===== src/rtl/fetch_ctrl_pkg.sv =====
// fetch_ctrl_pkg: state encoding and counter widths shared by the IF-stage sequencing controller.
// Rev 1.0
`default_nettype none

package fetch_ctrl_pkg;

  localparam logic [1:0] ST_INIT  = 2'd0;
  localparam logic [1:0] ST_RUN   = 2'd1;
  localparam logic [1:0] ST_REDIR = 2'd2;
  localparam logic [1:0] ST_HALT  = 2'd3;

  typedef enum logic [1:0] {
    INIT  = ST_INIT,
    RUN   = ST_RUN,
    REDIR = ST_REDIR,
    HALT  = ST_HALT
  } state_t;

  // Redirect bubble counter covers 0..15; reset hold counter covers 0..255.
  localparam int BUB_W  = 4;
  localparam int HOLD_W = 8;

endpackage

`default_nettype wire


===== src/rtl/fetch_ctrl_perf.sv =====
// fetch_ctrl_perf: saturating load-use stall and redirect/jump flush event counters.
// Rev 1.0
`default_nettype none

module fetch_ctrl_perf #(
  parameter int CNT_W = 32
) (
  input  logic             clk,
  input  logic             rst,
  input  logic             stall_inc,
  input  logic             flush_inc,
  output logic [CNT_W-1:0] stall_cnt,
  output logic [CNT_W-1:0] flush_cnt
);

  always_ff @(posedge clk or posedge rst) begin
    if (rst) begin
      stall_cnt <= '0;
      flush_cnt <= '0;
    end else begin
      if (stall_inc && !(&stall_cnt))
        stall_cnt <= stall_cnt + CNT_W'(1);
      if (flush_inc && !(&flush_cnt))
        flush_cnt <= flush_cnt + CNT_W'(1);
    end
  end

endmodule

`default_nettype wire


===== src/rtl/fetch_ctrl.sv =====
// fetch_ctrl: IF-stage sequencing controller (reset hold-off, redirect, jump, load-use, debug halt).
// FETCH_PERF_EN enables saturating stall/flush counters. Rev 1.0
`default_nettype none

module fetch_ctrl
  import fetch_ctrl_pkg::*;
#(
  parameter int RESET_HOLD       = 2,
  parameter int REDIRECT_BUBBLES = 0,
  parameter int CNT_W            = 32
) (
  input  logic             clk,
  input  logic             rst,
  input  logic             load_use,
  input  logic             branch_taken,
  input  logic             jump_dec,
  input  logic             halt_req,
  input  logic             resume,
  output logic             PCWrite,
  output logic             PCSrc,
  output logic             Jump,
  output logic             ifid_write,
  output logic             ifid_flush,
  output logic             idex_flush,
  output logic             halted,
  output logic [CNT_W-1:0] stall_cnt,
  output logic [CNT_W-1:0] flush_cnt
);

  localparam logic [HOLD_W-1:0] HOLD_INIT = HOLD_W'(RESET_HOLD);
  localparam logic [BUB_W-1:0]  BUB_INIT  = BUB_W'(REDIRECT_BUBBLES);

  state_t            state, state_next;
  logic [HOLD_W-1:0] hold_cnt, hold_next;
  logic [BUB_W-1:0]  bub_cnt, bub_next;
  logic              halt_pend, halt_pend_next;
  logic              stall_ev, flush_ev;

  always_ff @(posedge clk or posedge rst) begin
    if (rst) begin
      state     <= INIT;
      hold_cnt  <= HOLD_INIT;
      bub_cnt   <= '0;
      halt_pend <= 1'b0;
    end else begin
      state     <= state_next;
      hold_cnt  <= hold_next;
      bub_cnt   <= bub_next;
      halt_pend <= halt_pend_next;
    end
  end

  always_comb begin
    state_next     = state;
    hold_next      = hold_cnt;
    bub_next       = bub_cnt;
    halt_pend_next = halt_pend;
    PCWrite        = 1'b0;
    PCSrc          = 1'b0;
    Jump           = 1'b0;
    ifid_write     = 1'b0;
    ifid_flush     = 1'b0;
    idex_flush     = 1'b0;
    halted         = 1'b0;
    stall_ev       = 1'b0;
    flush_ev       = 1'b0;

    // Outputs are forced quiet for as long as reset is held.
    if (!rst) begin
      case (state)
        INIT: begin
          ifid_flush = 1'b1;
          if (hold_cnt <= HOLD_W'(1))
            state_next = RUN;
          else
            hold_next = hold_cnt - HOLD_W'(1);
        end

        RUN: begin
          if (branch_taken) begin
            PCSrc      = 1'b1;
            PCWrite    = 1'b1;
            ifid_flush = 1'b1;
            idex_flush = 1'b1;
            flush_ev   = 1'b1;
            if (REDIRECT_BUBBLES > 0) begin
              state_next     = REDIR;
              bub_next       = BUB_INIT;
              halt_pend_next = halt_pend | halt_req;
            end else if (halt_req || halt_pend) begin
              state_next     = HALT;
              halt_pend_next = 1'b0;
            end
          end else if (jump_dec) begin
            Jump       = 1'b1;
            PCWrite    = 1'b1;
            ifid_flush = 1'b1;
            flush_ev   = 1'b1;
          end else if (load_use) begin
            idex_flush = 1'b1;
            stall_ev   = 1'b1;
          end else begin
            PCWrite    = 1'b1;
            ifid_write = 1'b1;
            if (halt_req || halt_pend) begin
              state_next     = HALT;
              halt_pend_next = 1'b0;
            end
          end
        end

        REDIR: begin
          ifid_flush     = 1'b1;
          halt_pend_next = halt_pend | halt_req;
          if (branch_taken) begin
            // A fresh redirect restarts the bubble window at the new target.
            PCSrc      = 1'b1;
            PCWrite    = 1'b1;
            idex_flush = 1'b1;
            flush_ev   = 1'b1;
            bub_next   = BUB_INIT;
          end else if (bub_cnt <= BUB_W'(1)) begin
            if (halt_pend || halt_req) begin
              state_next     = HALT;
              halt_pend_next = 1'b0;
            end else begin
              state_next = RUN;
            end
          end else begin
            bub_next = bub_cnt - BUB_W'(1);
          end
        end

        HALT: begin
          halted     = 1'b1;
          ifid_flush = 1'b1;
          if (branch_taken) begin
            PCSrc      = 1'b1;
            PCWrite    = 1'b1;
            idex_flush = 1'b1;
            flush_ev   = 1'b1;
          end
          if (resume && !halt_req)
            state_next = RUN;
        end

        default: state_next = INIT;
      endcase
    end
  end

`ifdef FETCH_PERF_EN
  fetch_ctrl_perf #(
    .CNT_W (CNT_W)
  ) u_perf (
    .clk       (clk),
    .rst       (rst),
    .stall_inc (stall_ev),
    .flush_inc (flush_ev),
    .stall_cnt (stall_cnt),
    .flush_cnt (flush_cnt)
  );
`else
  logic unused_perf;
  assign unused_perf = stall_ev ^ flush_ev;
  assign stall_cnt   = '0;
  assign flush_cnt   = '0;
`endif

endmodule

`default_nettype wire

===== config.mk =====
export PLATFORM = sky130hd
export DESIGN_NAME = fetch_ctrl
export DESIGN_NICKNAME = d
export VERILOG_FILES = /design/src/rtl/fetch_ctrl_pkg.sv /design/src/rtl/fetch_ctrl_perf.sv /design/src/rtl/fetch_ctrl.sv
export SDC_FILE = /design/constraint.sdc
export NUM_CORES = 1
export LEC_CHECK = 0
export ABC_CLOCK_PERIOD_IN_PS = 2200
export BUFFER_PORTS_ARGS = -buffer_cell sky130_fd_sc_hd__buf_2
export CAP_MARGIN = 20
export CORE_MARGIN = 8
export CORE_UTILIZATION = 41
export CTS_CLUSTER_DIAMETER = 40
export CTS_CLUSTER_SIZE = 14
export DETAILED_ROUTE_END_ITERATION = 12
export GPL_TIMING_DRIVEN = 0
export HOLD_SLACK_MARGIN = 0.03
export PLACE_DENSITY_LB_ADDON = 0.1
export SLEW_MARGIN = 20
export SYNTH_ARGS = -nofsm -noshare
export SYNTH_HDL_FRONTEND = slang
export SYNTH_SLANG_ARGS = --single-unit

===== constraint.sdc =====
create_clock -name clk -period 2.2 [get_ports clk]
set_clock_uncertainty 0.2 [all_clocks]
set_input_delay 0.11 -clock clk [delete_from_list [all_inputs] [get_ports clk]]
set_output_delay 0.11 -clock clk [all_outputs]
set_load 0.01 [all_outputs]

==> results of run 1 <==
[cells in the final DEF, fill, tap and decap left out, types with 4 or more instances in the layout]
cell,count
buf_4,65
conb_1,64
dfrtp_1,14
buf_2,12
ha_1,10
nand2_1,9
nor2_1,8
xnor2_1,7
inv_1,6
nor2b_1,4
[synthesized netlist by cell type (2+ instances only)]
library cell	count	area [um2]
inv_2	2	7.51
nor2b_1	4	25.0
nor2_1	8	30.0
or4_1	3	22.5
a21oi_1	3	15.0
inv_1	6	22.5
o21ai_1	3	15.0
nor3_1	2	10.0
nor3b_1	2	15.0
o21ai_0	3	15.0
o31ai_1	2	15.0
dfrtp_1	14	350
nand3_1	2	10.0
a211oi_1	2	15.0
xnor2_1	7	61.3
clkbuf_1	2	7.51
buf_4	64	480
a31oi_1	3	18.8
nand2_1	9	33.8
ha_1	10	125
[worst paths after layout]
path | start | to | depth (start not counted)
hold / removal | resume | state[0] | 5
hold reg to reg | hold_cnt[7] | hold_cnt[7] | 1
setup reg to reg | hold_cnt[5] | state[1] | 4
min in group asynchronous | rst | bub_cnt[2] | 4
setup / recovery | hold_cnt[5] | state[1] | 4
max in group asynchronous | rst | hold_cnt[1] | 4
[logic make-up after synthesis]
kind of cell | share of synthesized area [%]
compound gates | 11.4
simple gates | 14.5
fa+ha+maj | 8.47
buf+inv | 35.1
flops | 25.5
xor+xnor | 4.15
mux | 0.678
other cells | 0.254
[worst reg2reg max path, stage by stage (launching register included)]
cell      delay, ps
dfrtp_1         410
or4_4           540
o41a_4          490
nand4b_4        200
mux2i_1         150
[power groups by stage]
stage               logic [mW]  registers (mW)  clock network, mW
floorplan                0.281           0.308                  0
global placement         0.338           0.310                  0
detailed placement       0.339           0.311                  0
CTS                      0.342           0.306              0.173
global route             0.384           0.309              0.189
finish                   0.346           0.306              0.170
[per-stage QoR]
stage          power [mW]  area [um2]  util [%]  worst slack, ps
6_report            0.821        1890      53.2              101
5_1_grt             0.882        1890      53.2             19.8
4_1_cts             0.821        1880      53.0             66.7
3_5_place_dp        0.650        1830      51.6             78.3
3_3_place_gp        0.647        1830      51.6             92.0
2_1_floorplan       0.589        1710         -              173
[what timing repair did]
action                                 CTS  global route
buffers inserted                         0             1
hold buffers                             2             0
endpoints found under the hold margin   19             0
setup endpoints to repair                0             1
[layout make-up]
class	count	area (um2)
Sequential cell	15	377
Fill cell	354	1660
Buffer	66	488
Multi-Input combinational cell	140	818
Tap cell	48	60.1
Inverter	8	30.0
Clock buffer	3	22.5
Timing Repair Buffer	15	87.6
Clock inverter	1	5.00
[layer usage]
metal | wire (um) | up-vias | share of wire [%] | GRT usage, %
met5 | 0 | - | 0 | 0
met4 | 46 | 0 | 1.6 | 4.12
met3 | 258 | 5 | 9.1 | 3.77
met2 | 1410 | 41 | 49 | 17.6
met1 | 1140 | 472 | 40 | 9.29
li1 | - | 589 | - | -
[state kept, by name (all words and copies together) (netlist names)]
signal / flops
bub_cnt: 4
halt_pend: 1
state: 2
hold_cnt: 8
==> results.sh, run 1 <==
export IMPL_finalCritPeriodShare_pct=95.4
export IMPL_ant_nets=0
export IMPL_drv_slew=0
export IMPL_ys_flop_type="dfrtp_1"
export IMPL_critPathBufInv=0
export IMPL_async_flop_share_pct=100
export IMPL_layout_min_cycle_time_ps=2100
export IMPL_powerDensity_nw_per_um2=435
export IMPL_cp_max_fo=9
export IMPL_syn_mean_instance_area_um2=8.89
export IMPL_synth_warnings=0
export IMPL_start_util_pct=41.6
export IMPL_start_kind="flop"
export IMPL_setup_viol=0
export IMPL_grt_overflow_total=0
export IMPL_cts_buffers=3
export IMPL_path_cells="or4_4 -> o41a_4 -> nand4b_4 -> mux2i_1"
export IMPL_power_leakage_nw=1.08
export IMPL_setup_tns_ps=0
export IMPL_switchingPower_mw=0.300
export IMPL_clk_pin_slew_worst_paths_ps=100
export IMPL_vias=1107
export IMPL_hp_class="primary input to flop"
export IMPL_grt_pass1_vias=1076
export IMPL_drv_cap=0
export IMPL_synth_edf_count=0
export IMPL_max_freq_ghz=0.477
export IMPL_status="finished, final reports clean"
export IMPL_gp_congestion=0.757
export IMPL_p_comb_share_pct=42.1
export IMPL_drt_vias_per_instance=3.74
export IMPL_wl_per_cell_um=9.63
export IMPL_power_share_clock_pct=20.6
export IMPL_end_kind="flop"
export IMPL_crit_family="simple AND/OR/NAND/NOR gates"
export IMPL_die_w_um=76.0
export IMPL_path_class="flop to flop"
export IMPL_grt_pass1_wl_um=4770
export IMPL_drtPass1Iterations=4
export IMPL_cpPeakStageDelay_ps=540
export IMPL_core_um2=3550
export IMPL_hold_viol=0
export IMPL_r2r_slack_ps=100
export IMPL_hpwl_um=2420
export IMPL_cts_resized_gates=0
export IMPL_fin_nets=266
export IMPL_htreeDepth=1
export IMPL_crit_required_ps=2180
export IMPL_grt_antenna_before_repair=0
export IMPL_critPathArrivalTime_ps=2080
export IMPL_synth_distinct_cells=35
export IMPL_place_inst=289
export IMPL_pin_count=78
export IMPL_cts_buffer_depth=2
export IMPL_grt_util_all_layers_pct=9.61
export IMPL_port_buffers=12
export IMPL_ys_ff_latch=15
export IMPL_wl_um=2850
export IMPL_root_buffer="clkbuf_4"
export IMPL_grt_max_degree=19
export IMPL_rsz0062_at_grt="false"
export IMPL_synthCells=166
export IMPL_seq_power_share_pct=37.2
export IMPL_cpMaxStageDelayCell="or4_4"
export IMPL_drive_gt1_share_pct=35.5
export IMPL_drt_iter0_markers=26
export IMPL_cts_tree="yes"
export IMPL_syn_cell_area_um2=1480
export IMPL_netSwitchingFraction_pct=36.6
export IMPL_stdcell_count=296
export IMPL_insertion_delay_ps=290
export IMPL_hold_slack_ps=66.2
export IMPL_internal_power_mw=0.521
export IMPL_seq_area_frac_synth_pct=25.5
export IMPL_dieHeight_um=76.0
export IMPL_vdd_drop_max_mv=0.187
export IMPL_cts_sinks=15
export IMPL_areaGrowthSynthToFinish_pct=27.9
export IMPL_dieArea_um2=5780
export IMPL_drc=0
export IMPL_diodes=0
export IMPL_rows=22
No activity file was read; power rests on OpenSTA's default activity.
==> run 2: changes to the inputs <==
--- a/config.mk
+++ b/config.mk
@@ -8,6 +8,7 @@
 export ABC_CLOCK_PERIOD_IN_PS = 2200
 export BUFFER_PORTS_ARGS = -buffer_cell sky130_fd_sc_hd__buf_2
 export CAP_MARGIN = 20
+export CORE_ASPECT_RATIO = 0.7
 export CORE_MARGIN = 8
 export CORE_UTILIZATION = 41
 export CTS_CLUSTER_DIAMETER = 40
==> results.sh, run 2 (synthesized netlist as in run 1, its figures left out) <==
export IMPL_power_share_clock_pct=25.8
export IMPL_power_leakage_nw=1.08
export IMPL_largest_reg_flops=8
export IMPL_hold_slack_ps=113
export IMPL_grt_pass1_vias=1025
export IMPL_p_comb_share_pct=39.3
export IMPL_gp_congestion=0.713
export IMPL_rsz0062_at_grt="false"
export IMPL_grt_overflow_total=0
export IMPL_drv_cap=0
export IMPL_grt_pass1_wl_um=4560
export IMPL_cts_buffer_depth=2
export IMPL_holdPathStages=5
export IMPL_hold_viol=0
export IMPL_cts_tree="yes"
export IMPL_pin_count=78
export IMPL_wl_per_cell_um=9.51
export IMPL_rows=18
export IMPL_final_cell_mix="buf_4, conb_1, dfrtp_1"
export IMPL_grt_antenna_before_repair=0
export IMPL_root_buffer="clkbuf_8"
export IMPL_netSwitchingFraction_pct=33.7
export IMPL_drive_gt1_share_pct=35.2
export IMPL_dieHeight_um=66.2
export IMPL_drt_vias_per_instance=3.65
export IMPL_hp_class="primary input to flop"
export IMPL_fin_ws_ps=71.8
export IMPL_stdcell_count=297
export IMPL_place_inst=291
export IMPL_crit_required_ps=2130
export IMPL_end_kind="flop"
export IMPL_layout_min_cycle_time_ps=2130
export IMPL_finalCritPeriodShare_pct=96.7
export IMPL_switchingPower_mw=0.295
export IMPL_vias=1085
export IMPL_diodes=0
export IMPL_port_buffers=12
export IMPL_vdd_drop_max_mv=0.243
export IMPL_htreeDepth=1
export IMPL_drt_iter0_markers=99
export IMPL_drv_slew=0
export IMPL_start_kind="flop"
export IMPL_hpwl_um=2440
export IMPL_grt_util_all_layers_pct=9.63
export IMPL_fin_util_pct=54.5
export IMPL_setup_tns_ps=0
export IMPL_top_regs="hold_cnt: 8 flops, bub_cnt: 4 flops, state: 2 flops"
export IMPL_internal_power_mw=0.579
export IMPL_max_freq_ghz=0.470
export IMPL_seq_power_share_pct=34.9
export IMPL_areaGrowthSynthToFinish_pct=28.8
export IMPL_drtPass1Iterations=4
export IMPL_clk_pin_slew_worst_paths_ps=60
export IMPL_insertion_delay_ps=250
export IMPL_cts_sinks=15
export IMPL_fin_nets=265
export IMPL_dieArea_um2=5810
export IMPL_path_class="flop to flop"
export IMPL_ff2ff_path_depth=4
export IMPL_drc=0
export IMPL_grt_max_degree=19
export IMPL_powerDensity_nw_per_um2=459
export IMPL_wl_um=2820
export IMPL_cts_buffers=3
export IMPL_cp_max_fo=9
export IMPL_status="finished, final reports clean"
export IMPL_cts_resized_gates=0
export IMPL_ant_nets=0
export IMPL_die_w_um=87.7
export IMPL_setup_viol=0
export IMPL_start_util_pct=42.3
export IMPL_critPathArrivalTime_ps=2050
export IMPL_core_um2=3490
export IMPL_dp_slack_ps=86.4
export IMPL_largest_register="hold_cnt"
==> run 2: path summary, 6_finish.rpt <==
path	startpoint	to	slack [ps]
setup / recovery	hold_cnt[5]	state[1]	70
hold / removal	resume	state[0]	110
setup reg to reg	hold_cnt[5]	state[1]	70
hold reg to reg	hold_cnt[7]	hold_cnt[7]	300
max in group asynchronous	rst	hold_cnt[1]	970
min in group asynchronous	rst	hold_cnt[6]	520
==> run 2: per-layer routing <==
layer,share of wire [%],track usage [%],vias to the layer above
met5,0,0,-
met4,0,1.71,0
met3,9.0,3.60,0
li1,-,-,589
met2,44,15.2,39
met1,47,12.2,457
==> run 2: power groups by stage <==
stage	Sequential (mW)	Clock [mW]	Combinational, mW
floorplan	0.308	0	0.281
global placement	0.310	0	0.337
detailed placement	0.310	0	0.338
CTS	0.305	0.238	0.342
global route	0.306	0.244	0.388
finish	0.305	0.225	0.343
==> run 2: critical path, stage by stage (launching register included) <==
cell and delay [ps]:
dfrtp_1 410, or4_4 550, o41a_4 490, nand4b_4 200, mux2i_1 150
==> run 2: metrics by stage <==
stage	power [mW]	area (um2)
6_report	0.873	1900
5_1_grt	0.938	1900
4_1_cts	0.885	1900
3_5_place_dp	0.648	1840
3_3_place_gp	0.648	1840
2_1_floorplan	0.589	1710
==> run 2: final cells by class <==
type	count	area, um2
Buffer	66	488
Clock buffer	3	41.3
Clock inverter	1	5.00
Fill cell	326	1590
Inverter	8	30.0
Multi-Input combinational cell	140	818
Sequential cell	15	377
Tap cell	50	62.6
Timing Repair Buffer	14	80.1
==> run 2: timing repair <==
item,4_1_cts,5_1_grt
hold endpoints to repair,17,0
hold buffers,2,0
setup buffers,0,0
